File: src/rtl/pc_fetch_sequencer_pkg.sv
// Shared definitions for the fetch sequencer: datapath width, FSM state
// encodings, default reset PC and the instruction size used for PC+4.
package pc_fetch_sequencer_pkg;

  localparam int DATA_WIDTH = 32;

  localparam logic [31:0] RESET_PC_DEFAULT = 32'h0000_0000;

  // Bytes per instruction; the sequential PC step.
  localparam int INSTR_BYTES = 4;

  typedef enum logic [1:0] {
    ST_FETCH = 2'd0,
    ST_EXEC  = 2'd1,
    ST_TRAP  = 2'd2
  } state_e;

endpackage

File: src/rtl/pc_fetch_sequencer_target_calc.sv
// pc_target_calc: combinational control-flow target generator.
// Ports:
//   pc_i         current instruction address
//   rs1_i        register base for the JALR form
//   imm_i        sign-extended immediate
//   jalr_i       1 = (rs1 + imm) & ~1, 0 = pc + imm
//   target_o     computed target (adds wrap mod 2^W)
//   misaligned_o target bit[1] set; bit 0 is never a fault (cleared for
//                JALR, always zero for PC-relative)
module pc_target_calc
  import pc_fetch_sequencer_pkg::*;
#(
  parameter int W = DATA_WIDTH
) (
  input  logic [W-1:0] pc_i,
  input  logic [W-1:0] rs1_i,
  input  logic [W-1:0] imm_i,
  input  logic         jalr_i,
  output logic [W-1:0] target_o,
  output logic         misaligned_o
);

  logic [W-1:0] base;
  logic [W-1:0] sum;

  assign base = jalr_i ? rs1_i : pc_i;
  assign sum  = base + imm_i;

  always_comb begin
    target_o = sum;
    if (jalr_i) begin
      target_o[0] = 1'b0;
    end
  end

  assign misaligned_o = target_o[1];

endmodule

File: src/rtl/pc_fetch_sequencer.sv
// pc_fetch_sequencer: owns the architectural PC, sequences each instruction
// through an imem fetch handshake and an execute cycle, and halts in a trap
// state when a taken control-flow target is not 4-byte aligned.
// Ports:
//   i_clk, i_rst        clock, synchronous active-high reset
//   i_take, i_jalr      branch decision and target form
//   i_imm, i_rs1        immediate and JALR base
//   i_stall             hold the executing instruction
//   i_imem_ready        imem accepted the fetch request
//   o_imem_req          fetch request for o_pc
//   o_pc, o_pc_plus4    current address and its link value
//   o_instr_valid       instruction at o_pc executing this cycle
//   o_misaligned        sticky misaligned-target flag
//   o_trap_pc           offending target
//   o_halted            in TRAP
//   o_retired           completed-instruction count (wraps)
//
// state    | meaning
// ST_FETCH | request outstanding, wait for i_imem_ready
// ST_EXEC  | instruction executing; completes when i_stall=0
// ST_TRAP  | misaligned target seen; only reset leaves
module pc_fetch_sequencer
  import pc_fetch_sequencer_pkg::*;
#(
  parameter int                              DATA_WIDTH = pc_fetch_sequencer_pkg::DATA_WIDTH,
  parameter logic [DATA_WIDTH-1:0]           RESET_PC   = DATA_WIDTH'(RESET_PC_DEFAULT)
) (
  input  logic                  i_clk,
  input  logic                  i_rst,
  input  logic                  i_take,
  input  logic                  i_jalr,
  input  logic [DATA_WIDTH-1:0] i_imm,
  input  logic [DATA_WIDTH-1:0] i_rs1,
  input  logic                  i_stall,
  input  logic                  i_imem_ready,
  output logic                  o_imem_req,
  output logic [DATA_WIDTH-1:0] o_pc,
  output logic [DATA_WIDTH-1:0] o_pc_plus4,
  output logic                  o_instr_valid,
  output logic                  o_misaligned,
  output logic [DATA_WIDTH-1:0] o_trap_pc,
  output logic                  o_halted,
  output logic [DATA_WIDTH-1:0] o_retired
);

  localparam logic [DATA_WIDTH-1:0] PC_STEP = DATA_WIDTH'(INSTR_BYTES);

  state_e                state_q, state_d;
  logic [DATA_WIDTH-1:0] pc_q, pc_d;
  logic [DATA_WIDTH-1:0] trap_pc_q, trap_pc_d;
  logic [DATA_WIDTH-1:0] retired_q, retired_d;
  logic                  mis_q, mis_d;

  logic [DATA_WIDTH-1:0] target;
  logic                  target_mis;
  logic                  exec_go;
  logic                  trap_hit;

  pc_target_calc #(
    .W(DATA_WIDTH)
  ) u_target (
    .pc_i         (pc_q),
    .rs1_i        (i_rs1),
    .imm_i        (i_imm),
    .jalr_i       (i_jalr),
    .target_o     (target),
    .misaligned_o (target_mis)
  );

  // Branch inputs only matter on the cycle the instruction completes.
  assign exec_go  = (state_q == ST_EXEC) && !i_stall;
  assign trap_hit = exec_go && i_take && target_mis;

  always_ff @(posedge i_clk) begin
    if (i_rst) begin
      state_q <= ST_FETCH;
    end else begin
      state_q <= state_d;
    end
  end

  always_comb begin
    state_d = state_q;
    case (state_q)
      ST_FETCH: if (i_imem_ready) state_d = ST_EXEC;
      ST_EXEC: begin
        if (trap_hit) begin
          state_d = ST_TRAP;
        end else if (exec_go) begin
          state_d = ST_FETCH;
        end
      end
      ST_TRAP:  state_d = ST_TRAP;
      default:  state_d = ST_FETCH;
    endcase
  end

  always_comb begin
    o_imem_req    = 1'b0;
    o_instr_valid = 1'b0;
    o_halted      = 1'b0;
    case (state_q)
      ST_FETCH: o_imem_req    = 1'b1;
      ST_EXEC:  o_instr_valid = 1'b1;
      ST_TRAP:  o_halted      = 1'b1;
      default:  o_imem_req    = 1'b0;
    endcase
  end

  // On a trap the PC and retire count hold so o_pc still names the
  // faulting instruction.
  always_comb begin
    pc_d      = pc_q;
    retired_d = retired_q;
    mis_d     = mis_q;
    trap_pc_d = trap_pc_q;
    if (trap_hit) begin
      mis_d     = 1'b1;
      trap_pc_d = target;
    end else if (exec_go) begin
      pc_d      = i_take ? target : pc_q + PC_STEP;
      retired_d = retired_q + 1'b1;
    end
  end

  always_ff @(posedge i_clk) begin
    if (i_rst) begin
      pc_q      <= RESET_PC;
      retired_q <= '0;
      mis_q     <= 1'b0;
      trap_pc_q <= '0;
    end else begin
      pc_q      <= pc_d;
      retired_q <= retired_d;
      mis_q     <= mis_d;
      trap_pc_q <= trap_pc_d;
    end
  end

  assign o_pc         = pc_q;
  assign o_pc_plus4   = pc_q + PC_STEP;
  assign o_misaligned = mis_q;
  assign o_trap_pc    = trap_pc_q;
  assign o_retired    = retired_q;

endmodule

File: config.mk
export PLATFORM = sky130hd
export DESIGN_NAME = pc_fetch_sequencer
export DESIGN_NICKNAME = d
export VERILOG_FILES = /design/src/rtl/pc_fetch_sequencer_pkg.sv /design/src/rtl/pc_fetch_sequencer_target_calc.sv /design/src/rtl/pc_fetch_sequencer.sv
export SDC_FILE = /design/constraint.sdc
export NUM_CORES = 1
export LEC_CHECK = 0
export CAP_MARGIN = 20
export CORE_ASPECT_RATIO = 0.6
export CORE_MARGIN = 4
export CORE_UTILIZATION = 44
export DETAILED_ROUTE_END_ITERATION = 6
export PLACE_DENSITY_LB_ADDON = 0.2
export SLEW_MARGIN = 20
export SYNTH_ARGS = -nofsm -noshare
export SYNTH_HDL_FRONTEND = slang
export SYNTH_HIERARCHICAL = 1
export SYNTH_SLANG_ARGS = --single-unit
File: constraint.sdc
create_clock -name i_clk -period 4 [get_ports i_clk]
set_clock_uncertainty 0.1 [all_clocks]
set_input_delay 0.8 -clock i_clk [delete_from_list [all_inputs] [get_ports i_clk]]
set_output_delay 0.8 -clock i_clk [all_outputs]
set_load 0.02 [all_outputs]
==> results.json, run 1 <==
{
  "die_area_um2": 18200,
  "clk_path_buf_depth": 2,
  "yosys_warnings": 6,
  "post-route-period-util_pct": 95.7,
  "reg2regPathDepth": 13,
  "die_h_um": 106,
  "met1_usage_pct": 43.2,
  "viasPerCell": 5.81,
  "wire_per_inst_um": 18.5,
  "finalHoldViolations": 0,
  "boundaryPins": 202,
  "cts-root-buf": "clkbuf_16",
  "final-instance-count-excl-fill": 1366,
  "yosys.area.top_type": "dfxtp_1",
  "dr.pass1.iters": 5,
  "h-tree-depth": 3,
  "rsz0062_at_grt": "no",
  "first_iter_violations": 892,
  "netlist_area_um2": 7050,
  "arrival_ns": 3.97,
  "cp-endpoint": "o_pc[21]",
  "grt_antenna_before_repair": 0,
  "track_usage_pct": 27.0,
  "min-delay-path-class": "reg -> reg",
  "setup_tns_ns": 0,
  "crit_path_max_fanout": 3,
  "r2r-end": "o_pc[21]",
  "initial_core_util_pct": 45.5,
  "busiest_layer": "met1",
  "area_growth_pct": 44.5,
  "start_kind": "input pin",
  "ys.flop_type": "dfxtp_1",
  "drc": 0,
  "fmax_mhz": 261,
  "drtAntennaViolNets": 0,
  "cp.required_ns": 4.15,
  "finalCriticalPeriod_ns": 3.83,
  "max_cap_viol_count": 0,
  "grt_pass1_wl_mm": 39.7,
  "power_density_nw_per_um2": 274,
  "cts_buffers": 9,
  "worst_slew_pin_slew_ns": 0.700,
  "hpwlAfterDp_mm": 19.4,
  "slew_headroom_pct": 53.3,
  "yosysSeqAreaShare_pct": 28.1,
  "grtUsageMet3_pct": 5.39,
  "r2r_slack_ns": 0.58,
  "clock_sinks": 99,
  "clk_pin_slew_worst_paths_ns": 0.07,
  "cp-startpoint": "i_rs1[0]",
  "drt_wl_total_mm": 25.3,
  "ys_ff_latch": 99,
  "setup_viol": 0,
  "overflow": 0,
  "vias": 7942,
  "synth_top_area_share_pct": 28.1,
  "netlist_instances": 902,
  "async_reset_ff_share_pct": 0,
  "num_antenna_cells": 0,
  "end_kind": "flip-flop",
  "synth_area_per_cell_um2": 7.81,
  "cts_hold_buf": 0,
  "fp.dieW_um": 171,
  "grt_pass1_vias": 7161,
  "power_mw": 2.79,
  "worstSkewPairLatency_ns": 0.35,
  "core-area_um2": 15500,
  "peakVddDrop_mv": 0.209,
  "synth_fp_nets": 1006,
  "status": "complete, no violations",
  "synth_area_leaders": "dfxtp_1 (28%), nand2_1 (7.2%), a21oi_1 (6.3%)",
  "r2r_start": "o_pc[4]",
  "power_leakage_nw": 3.92,
  "cts_tree": "built",
  "layout-drive-gt1-share_pct": 15.2,
  "dp.cells": 1348,
  "num-fill-cells": 1336,
  "port_buffers": 201,
  "crit_type": "in -> reg",
  "synthDistinctLibCells": 71,
  "nets": 1262,
  "met2_usage_pct": 36.7,
  "rows": 35,
  "gp_congestion": 0.992,
  "grt_start_max_net_pins": 67,
  "finalMaxSlewViolations": 0,
  "synth_enable_flop_cells": 0
}
[synthesized netlist by cell type, drive strengths merged (6+ instances only)]
master and n:
dfxtp 99, a21o 20, nor2b 6, mux2i 7, clkbuf 45, o211ai 7, a311o 6, o21ai 34
nand3 37, a211oi 7, ha 33, o31ai 9, o21a 7, and4 11, inv 13, a31oi 7
nand2b 8, a21oi 90, or4 6, xnor2 48, nor3 18, or3 11, xor2 25, buf 10
nand2 135, nor4 15, and3 16, nand4 15, mux2 31, nor2 66
[logic make-up (layout without fill, tap and decap cells)]
logic type / count (synthesis) / in the layout / synth area share, %
xor gates and xnor gates: 73 / 73 / 9.07
AOI/OAI and AO/OA: 230 / 230 / 21.7
and+or+nand+nor: 360 / 360 / 25.1
DFF: 99 / 99 / 28.1
muxes: 38 / 38 / 5.95
adders and majority gates: 34 / 34 / 6.14
buffers and inverters: 68 / 329 / 3.89
[state kept, by name, summed over array words and instances (netlist names)]
signal	count
o_retired	32
o_misaligned	1
o_trap_pc	32
o_pc	32
state_q	2
[stage by stage]
step                worst slack [ns]  area, µm²  hold WS [ns]  utilization, %
finish                         0.170      10200         0.356            65.7
global route                 0.00169      10200         0.373            65.7
detailed placement            -0.297       9840         0.345            63.5
floorplan                     0.0295       7070         0.430               -
global placement              -0.198       9840         0.345            63.5
CTS                           0.0658      10100         0.355            65.4
[worst max-delay path, stage by stage]
cell and delay [ns]:
clkdlybuf4s50_1 0.40, mux2_2 0.26, ha_1 0.21, buf_4 0.15
a211oi_2 0.27, o21bai_4 0.12, o21ai_2 0.20, o221ai_2 0.15
a311o_1 0.33, a211o_1 0.30, buf_4 0.14, xor2_1 0.17
o31ai_2 0.22, a21oi_1 0.09, o211a_1 0.14
[what timing repair did]
item | CTS | global route
endpoints found under the setup margin | 0 | 8
setup buffers | 0 | 2
endpoints found under the hold margin | 0 | 0
gates resized for setup | 0 | 7
[worst min-delay path by stage]
| stage | from | to | slack (ns) | cells after the start |
|---|---|---|---|---|
| 3_3_place_gp | o_trap_pc[5] | o_trap_pc[5] | 0.34 | 2 |
| 4_1_cts | o_trap_pc[24] | o_trap_pc[24] | 0.35 | 2 |
| 3_5_place_dp | o_trap_pc[24] | o_trap_pc[24] | 0.35 | 2 |
| 2_1_floorplan | state_q[1] | state_q[0] | 0.43 | 1 |
| 5_1_grt | o_trap_pc[24] | o_trap_pc[24] | 0.37 | 2 |
| 6_report | o_trap_pc[6] | o_trap_pc[6] | 0.36 | 2 |
[report_power, final]
group	internal (mW)	switching, mW	leakage [nW]
logic	0.423	0.447	2.98
registers	1.01	0.0361	0.799
clock network	0.452	0.424	0.142
[layout by cell type, fill, tap and decap left out, types with 13 or more instances in the layout]
master	instances
clkdlybuf4s50_1	198
nand2_1	135
dfxtp_1	99
buf_4	96
a21oi_1	88
nor2_1	65
xnor2_1	48
nand3_1	35
ha_1	33
mux2_2	31
o21ai_0	30
xor2_1	25
a21o_1	20
nor3_1	17
and3_1	16
nand4_1	15
nor4_1	14
inv_1	13
[metal layers]
layer / wire (µm) / vias to the layer above / share of wire [%]
li1: - / 3793 / -
met1: 12300 / 3670 / 49
met2: 9880 / 447 / 39
met3: 2770 / 32 / 11
met4: 357 / 0 / 1.4
met5: 0 / - / 0
[final cells by class]
type / count / area, µm² / share of cell area, %
clock buffer: 10 / 239 / 2.35
clock inverter: 6 / 53.8 / 0.528
inverter: 13 / 48.8 / 0.479
multi-input combinational: 735 / 4830 / 47.4
sequential: 99 / 1980 / 19.5
tap: 203 / 254 / 2.49
timing repair buffer: 300 / 2780 / 27.3
Power figures use the tool's default switching activity.
==> run 2, diff against run 1 <==
--- a/config.mk
+++ b/config.mk
@@ -8,7 +8,8 @@
 export CAP_MARGIN = 20
 export CORE_ASPECT_RATIO = 0.6
 export CORE_MARGIN = 4
-export CORE_UTILIZATION = 44
+export CORE_UTILIZATION = 45
+export CTS_BUF_LIST = sky130_fd_sc_hd__clkbuf_4 sky130_fd_sc_hd__clkbuf_8
 export DETAILED_ROUTE_END_ITERATION = 6
 export PLACE_DENSITY_LB_ADDON = 0.2
 export SLEW_MARGIN = 20
==> run 2 against run 1 <==
  * Sequential share of layout area up 0.18 points
  * Clock power down 15%
  * Cell area down 0.84%
  * Largest cell class unchanged
  * Largest power group unchanged
==> results.json, run 2 (synthesis gave the netlist of run 1 again) <==
{
  "crit_path_max_fanout": 3,
  "hold_depth": 2,
  "arrival_ns": 4.06,
  "worstSkewPairLatency_ns": 0.37,
  "worst_slew_pin_slew_ns": 0.696,
  "vias": 7919,
  "status": "complete, no violations",
  "power_density_nw_per_um2": 263,
  "clk_path_buf_depth": 2,
  "crit_type": "in -> reg",
  "area_growth_pct": 43.3,
  "clock_sinks": 99,
  "grt_pass1_vias": 7038,
  "finalHoldViolations": 0,
  "cts-root-buf": "clkbuf_8",
  "layout-drive-gt1-share_pct": 15.2,
  "die_area_um2": 17800,
  "fin_area_um2": 10100,
  "die_h_um": 105,
  "final-instance-count-excl-fill": 1371,
  "port_buffers": 201,
  "overflow": 0,
  "power_leakage_nw": 3.90,
  "final_core_util_pct": 65.9,
  "dp.cells": 1355,
  "end_kind": "flip-flop",
  "viasPerCell": 5.78,
  "finalMaxSlewViolations": 0,
  "num-fill-cells": 1333,
  "wire_per_inst_um": 18.2,
  "final_cell_mix": "clkdlybuf4s50_1 (198), nand2_1 (135), buf_4 (103)",
  "swShare_pct": 32.5,
  "clockPowerShare_pct": 28.0,
  "peakVddDrop_mv": 0.191,
  "switchingPower_mw": 0.861,
  "min-delay-path-class": "reg -> reg",
  "power.internal_mw": 1.79,
  "p_comb_share_pct": 32.5,
  "cts_tree": "built",
  "nets": 1267,
  "initial_core_util_pct": 46.0,
  "boundaryPins": 202,
  "drc": 0,
  "fmax_mhz": 257,
  "clk_pin_slew_worst_paths_ns": 0.10,
  "drt_wl_total_mm": 25.0,
  "seq_power_share_pct": 39.4,
  "dr.pass1.iters": 5,
  "first_iter_violations": 817,
  "cts_buffers": 9,
  "gp_congestion": 0.942,
  "hpwlAfterDp_mm": 19.5,
  "final_common_cell": "clkdlybuf4s50_1",
  "drtAntennaViolNets": 0,
  "start_kind": "input pin",
  "grt_antenna_before_repair": 0,
  "fp.dieW_um": 170,
  "max_cap_viol_count": 0,
  "rsz0062_at_grt": "yes",
  "rows": 35,
  "num_antenna_cells": 0,
  "h-tree-depth": 3,
  "slew_headroom_pct": 53.6,
  "cp.required_ns": 4.18,
  "reg2regPathDepth": 15,
  "post-route-period-util_pct": 97.2,
  "finalCriticalPeriod_ns": 3.89,
  "postPlaceCellArea_um2": 9870,
  "core-area_um2": 15300,
  "grt_start_max_net_pins": 68,
  "grt_pass1_wl_mm": 39.2,
  "track_usage_pct": 27.3,
  "setup_viol": 0
}
## run 2: cell type report
type                            instances  area [µm²]  area share (%)
Multi-Input combinational cell        735        4800            47.5
Timing Repair Buffer                  305        2790            27.6
Sequential cell                        99        1980            19.6
Tap cell                              203         254            2.52
Clock buffer                            9         124            1.23
Clock inverter                          7         100           0.991
Inverter                               13        48.8           0.483
## run 2: critical path: stages
cell	delay [ns]
clkdlybuf4s50_1	0.40
mux2_2	0.26
ha_1	0.21
fa_1	0.40
a21o_1	0.22
a221oi_2	0.24
buf_4	0.19
a21oi_1	0.10
o21ai_2	0.18
a21oi_1	0.11
o21a_1	0.23
buf_4	0.13
nor2_1	0.18
and3_1	0.18
a21oi_1	0.04
o221ai_1	0.20
## run 2: path summary, 6_finish.rpt
path                               startpoint  slack [ns]            end
worst max-delay path                 i_rs1[0]        0.11       o_pc[26]
worst min-delay path            o_trap_pc[31]        0.36  o_trap_pc[31]
worst max register to register        o_pc[0]        0.60       o_pc[26]
worst min register to register  o_trap_pc[31]        0.36  o_trap_pc[31]
## run 2: routing by layer
| metal | vias to the layer above | part of all wire [%] | track usage (%) |
|---|---|---|---|
| li1 | 3793 | - | - |
| met1 | 3732 | 50 | 44.2 |
| met2 | 380 | 40 | 36.8 |
| met4 | 0 | 0.56 | 4.19 |
| met3 | 14 | 10 | 5.63 |
| met5 | - | 0 | 0 |
## run 2: power by group through the flow
| stage | registers [mW] | logic [mW] | clock network [mW] |
|---|---|---|---|
| 5_1_grt | 1.05 | 0.930 | 0.792 |
| 6_report | 1.05 | 0.862 | 0.743 |
| 2_1_floorplan | 1.08 | 0.446 | 0 |
| 3_5_place_dp | 1.07 | 0.844 | 0 |
| 4_1_cts | 1.04 | 0.850 | 0.755 |
| 3_3_place_gp | 1.07 | 0.837 | 0 |
## run 2: repair_timing
| item | 4_1_cts | 5_1_grt |
|---|---|---|
| gates resized for setup | 0 | 2 |
| buffers inserted | 0 | 0 |
| endpoints found under the setup margin | 0 | 6 |
| hold endpoints to repair | 0 | 0 |
| hold buffers | 0 | 0 |
## run 2: metrics by stage
stage               power [mW]  hold slack, ns  setup TNS (ns)  setup slack [ns]
finish                    2.65           0.361               0             0.113
CTS                       2.65           0.362               0             0.105
global placement          1.90           0.344          -0.811            -0.158
floorplan                 1.53           0.430               0            0.0295
detailed placement        1.91           0.348           -1.72            -0.276
global route              2.77           0.381         -0.0433           -0.0433
==> run 3, diff against run 2 <==
--- a/config.mk
+++ b/config.mk
@@ -12,6 +12,7 @@
 export CTS_BUF_LIST = sky130_fd_sc_hd__clkbuf_4 sky130_fd_sc_hd__clkbuf_8
 export DETAILED_ROUTE_END_ITERATION = 6
 export PLACE_DENSITY_LB_ADDON = 0.2
+export REMOVE_ABC_BUFFERS = 1
 export SLEW_MARGIN = 20
 export SYNTH_ARGS = -nofsm -noshare
 export SYNTH_HDL_FRONTEND = slang
==> run 3 against run 2 <==
  * Via count shrank 1.4%
  * Utilization shrank 0.23 points
  * First-iteration DRC count shrank 27%
  * Global-route usage shrank 0.32 points
  * Flip-flop and latch count is the same
  * Die area is the same
  * Combinational power shrank 1%
  * Cell count shrank 0.66%
  * Largest power group unchanged
  * Highest routed layer unchanged
==> results.json, run 3 (synthesis gave the netlist of run 1 again) <==
{
  "status": "complete, no violations",
  "grt_pass1_wl_mm": 39.4,
  "arrival_ns": 4.10,
  "grt_pass1_vias": 7256,
  "critPathTopFamily": "compound AO/OA/AOI/OAI gates",
  "dr.pass1.iters": 5,
  "swShare_pct": 34.3,
  "die_area_um2": 17800,
  "worstSkewPairLatency_ns": 0.38,
  "met1_usage_pct": 40.6,
  "crit_path_max_fanout": 3,
  "finalMaxSlewViolations": 0,
  "drtAntennaViolNets": 0,
  "die_h_um": 105,
  "fp.dieW_um": 170,
  "worst-path-buf-inv": 2,
  "worst_slew_pin_slew_ns": 0.688,
  "clockPowerShare_pct": 25.9,
  "grt_antenna_before_repair": 0,
  "busiest_layer": "met1",
  "boundaryPins": 202,
  "grtUsageMet3_pct": 5.90,
  "track_usage_pct": 27.0,
  "clk_pin_slew_worst_paths_ns": 0.12,
  "max_cap_viol_count": 0,
  "cp_common_cell": "a21oi_1",
  "start_kind": "input pin",
  "clk_path_buf_depth": 2,
  "final_common_cell": "clkdlybuf4s50_1",
  "nets": 1258,
  "crit_type": "in -> reg",
  "seq_power_share_pct": 40.8,
  "end_kind": "flip-flop",
  "vias": 7812,
  "holdWs_ns": 0.358,
  "core-area_um2": 15300,
  "setup_ws_ns": 0.105,
  "hpwlAfterDp_mm": 18.8,
  "overflow": 0,
  "rows": 35,
  "area_growth_pct": 42.8,
  "crit_path_cell_trace": "clkdlybuf4s50_1 > mux2_2 > ha_1 > fa_2 > a21o_1 > a221oi_2 > buf_4 > a21oi_1 > o21ai_2 > a21oi_1 > o21a_1 > o311ai_2 > and3_1 > a21oi_1 > o22ai_1",
  "num_antenna_cells": 0,
  "cts_buffers": 9,
  "crit_path_top_delay_cell": "clkdlybuf4s50_1",
  "power_leakage_nw": 3.89,
  "port_buffers": 201,
  "final_core_util_pct": 65.6,
  "cts-root-buf": "clkbuf_8",
  "fmax_mhz": 257,
  "cts_tree": "built",
  "drt_wl_total_mm": 24.6,
  "met2_usage_pct": 40.1,
  "first_iter_violations": 597,
  "min-delay-path-class": "reg -> reg",
  "h-tree-depth": 3,
  "final_cell_mix": "clkdlybuf4s50_1 (198), nand2_1 (135), dfxtp_1 (98)",
  "gp_congestion": 0.913,
  "peakVddDrop_mv": 0.174,
  "power_density_nw_per_um2": 254,
  "post-place-ws_ns": -0.405,
  "layout-drive-gt1-share_pct": 14.8,
  "drc": 0,
  "viasPerCell": 5.74,
  "setup_viol": 0,
  "cts_hold_buf": 0,
  "finalHoldViolations": 0,
  "num-fill-cells": 1348,
  "slew_headroom_pct": 54.1,
  "cp.required_ns": 4.21,
  "finalCriticalPeriod_ns": 3.89,
  "wire_per_inst_um": 18.1,
  "switchingPower_mw": 0.876,
  "cp_slowest_stage_delay_ns": 0.40,
  "initial_core_util_pct": 46.0,
  "post-route-period-util_pct": 97.4,
  "grt_start_max_net_pins": 68,
  "p_comb_share_pct": 33.3,
  "clock_sinks": 99,
  "power.internal_mw": 1.68
}
[run 3: metrics by stage]
step           instance area [µm²]  instances  setup TNS, ns  power, mW
2_1_floorplan                 6820        847              0       1.49
5_1_grt                      10100       1362       -0.00236       2.67
6_report                     10100       1362              0       2.56
3_3_place_gp                  9830       1346          -2.11       1.88
4_1_cts                      10000       1362              0       2.55
3_5_place_dp                  9830       1346          -3.05       1.89
[run 3: per-layer routing]
metal	part of all wire [%]	vias to the layer above
met5	0	-
met2	42	355
met4	0.78	0
li1	-	3777
met3	8.8	21
met1	48	3659
[run 3: worst register-to-register path: stages (launching register included)]
cell and delay [ns]:
dfxtp_1 0.38, buf_4 0.18, mux2_2 0.26, ha_1 0.40, buf_4 0.18, nand3_1 0.15
or3_1 0.34, a211oi_1 0.27, a211oi_2 0.09, o21ai_1 0.27, buf_4 0.16, xor2_1 0.07
a22oi_1 0.19, o31ai_1 0.11, o211a_1 0.22
[run 3: timing repair]
item / in CTS / in global routing
endpoints found under the setup margin: 1 / 13
setup buffers: 0 / 0
pin swaps: 1 / 2
gates resized for setup: 0 / 8
[run 3: area by class of cell]
type | count | area (µm²) | share of cell area [%]
Clock inverter | 6 | 55.1 | 0.547
Inverter | 13 | 48.8 | 0.485
Multi-Input combinational cell | 735 | 4830 | 48.0
Timing Repair Buffer | 296 | 2750 | 27.3
Clock buffer | 10 | 138 | 1.37
Tap cell | 203 | 254 | 2.52
Sequential cell | 99 | 1980 | 19.7
[run 3: power groups by stage]
| stage | clock network, mW | registers [mW] | logic [mW] |
|---|---|---|---|
| finish | 0.662 | 1.04 | 0.852 |
| global route | 0.708 | 1.05 | 0.917 |
| floorplan | 0 | 1.08 | 0.408 |
| CTS | 0.673 | 1.04 | 0.836 |
| global placement | 0 | 1.06 | 0.818 |
| detailed placement | 0 | 1.06 | 0.830 |
[run 3: final timing paths]
path | start | end | slack [ns] | cells after the start
worst max-delay path | i_rs1[0] | o_pc[28] | 0.11 | 15
worst min-delay path | o_trap_pc[11] | o_trap_pc[11] | 0.36 | 2
worst max register to register | o_pc[10] | o_pc[20] | 0.53 | 14
worst min register to register | o_trap_pc[11] | o_trap_pc[11] | 0.36 | 2
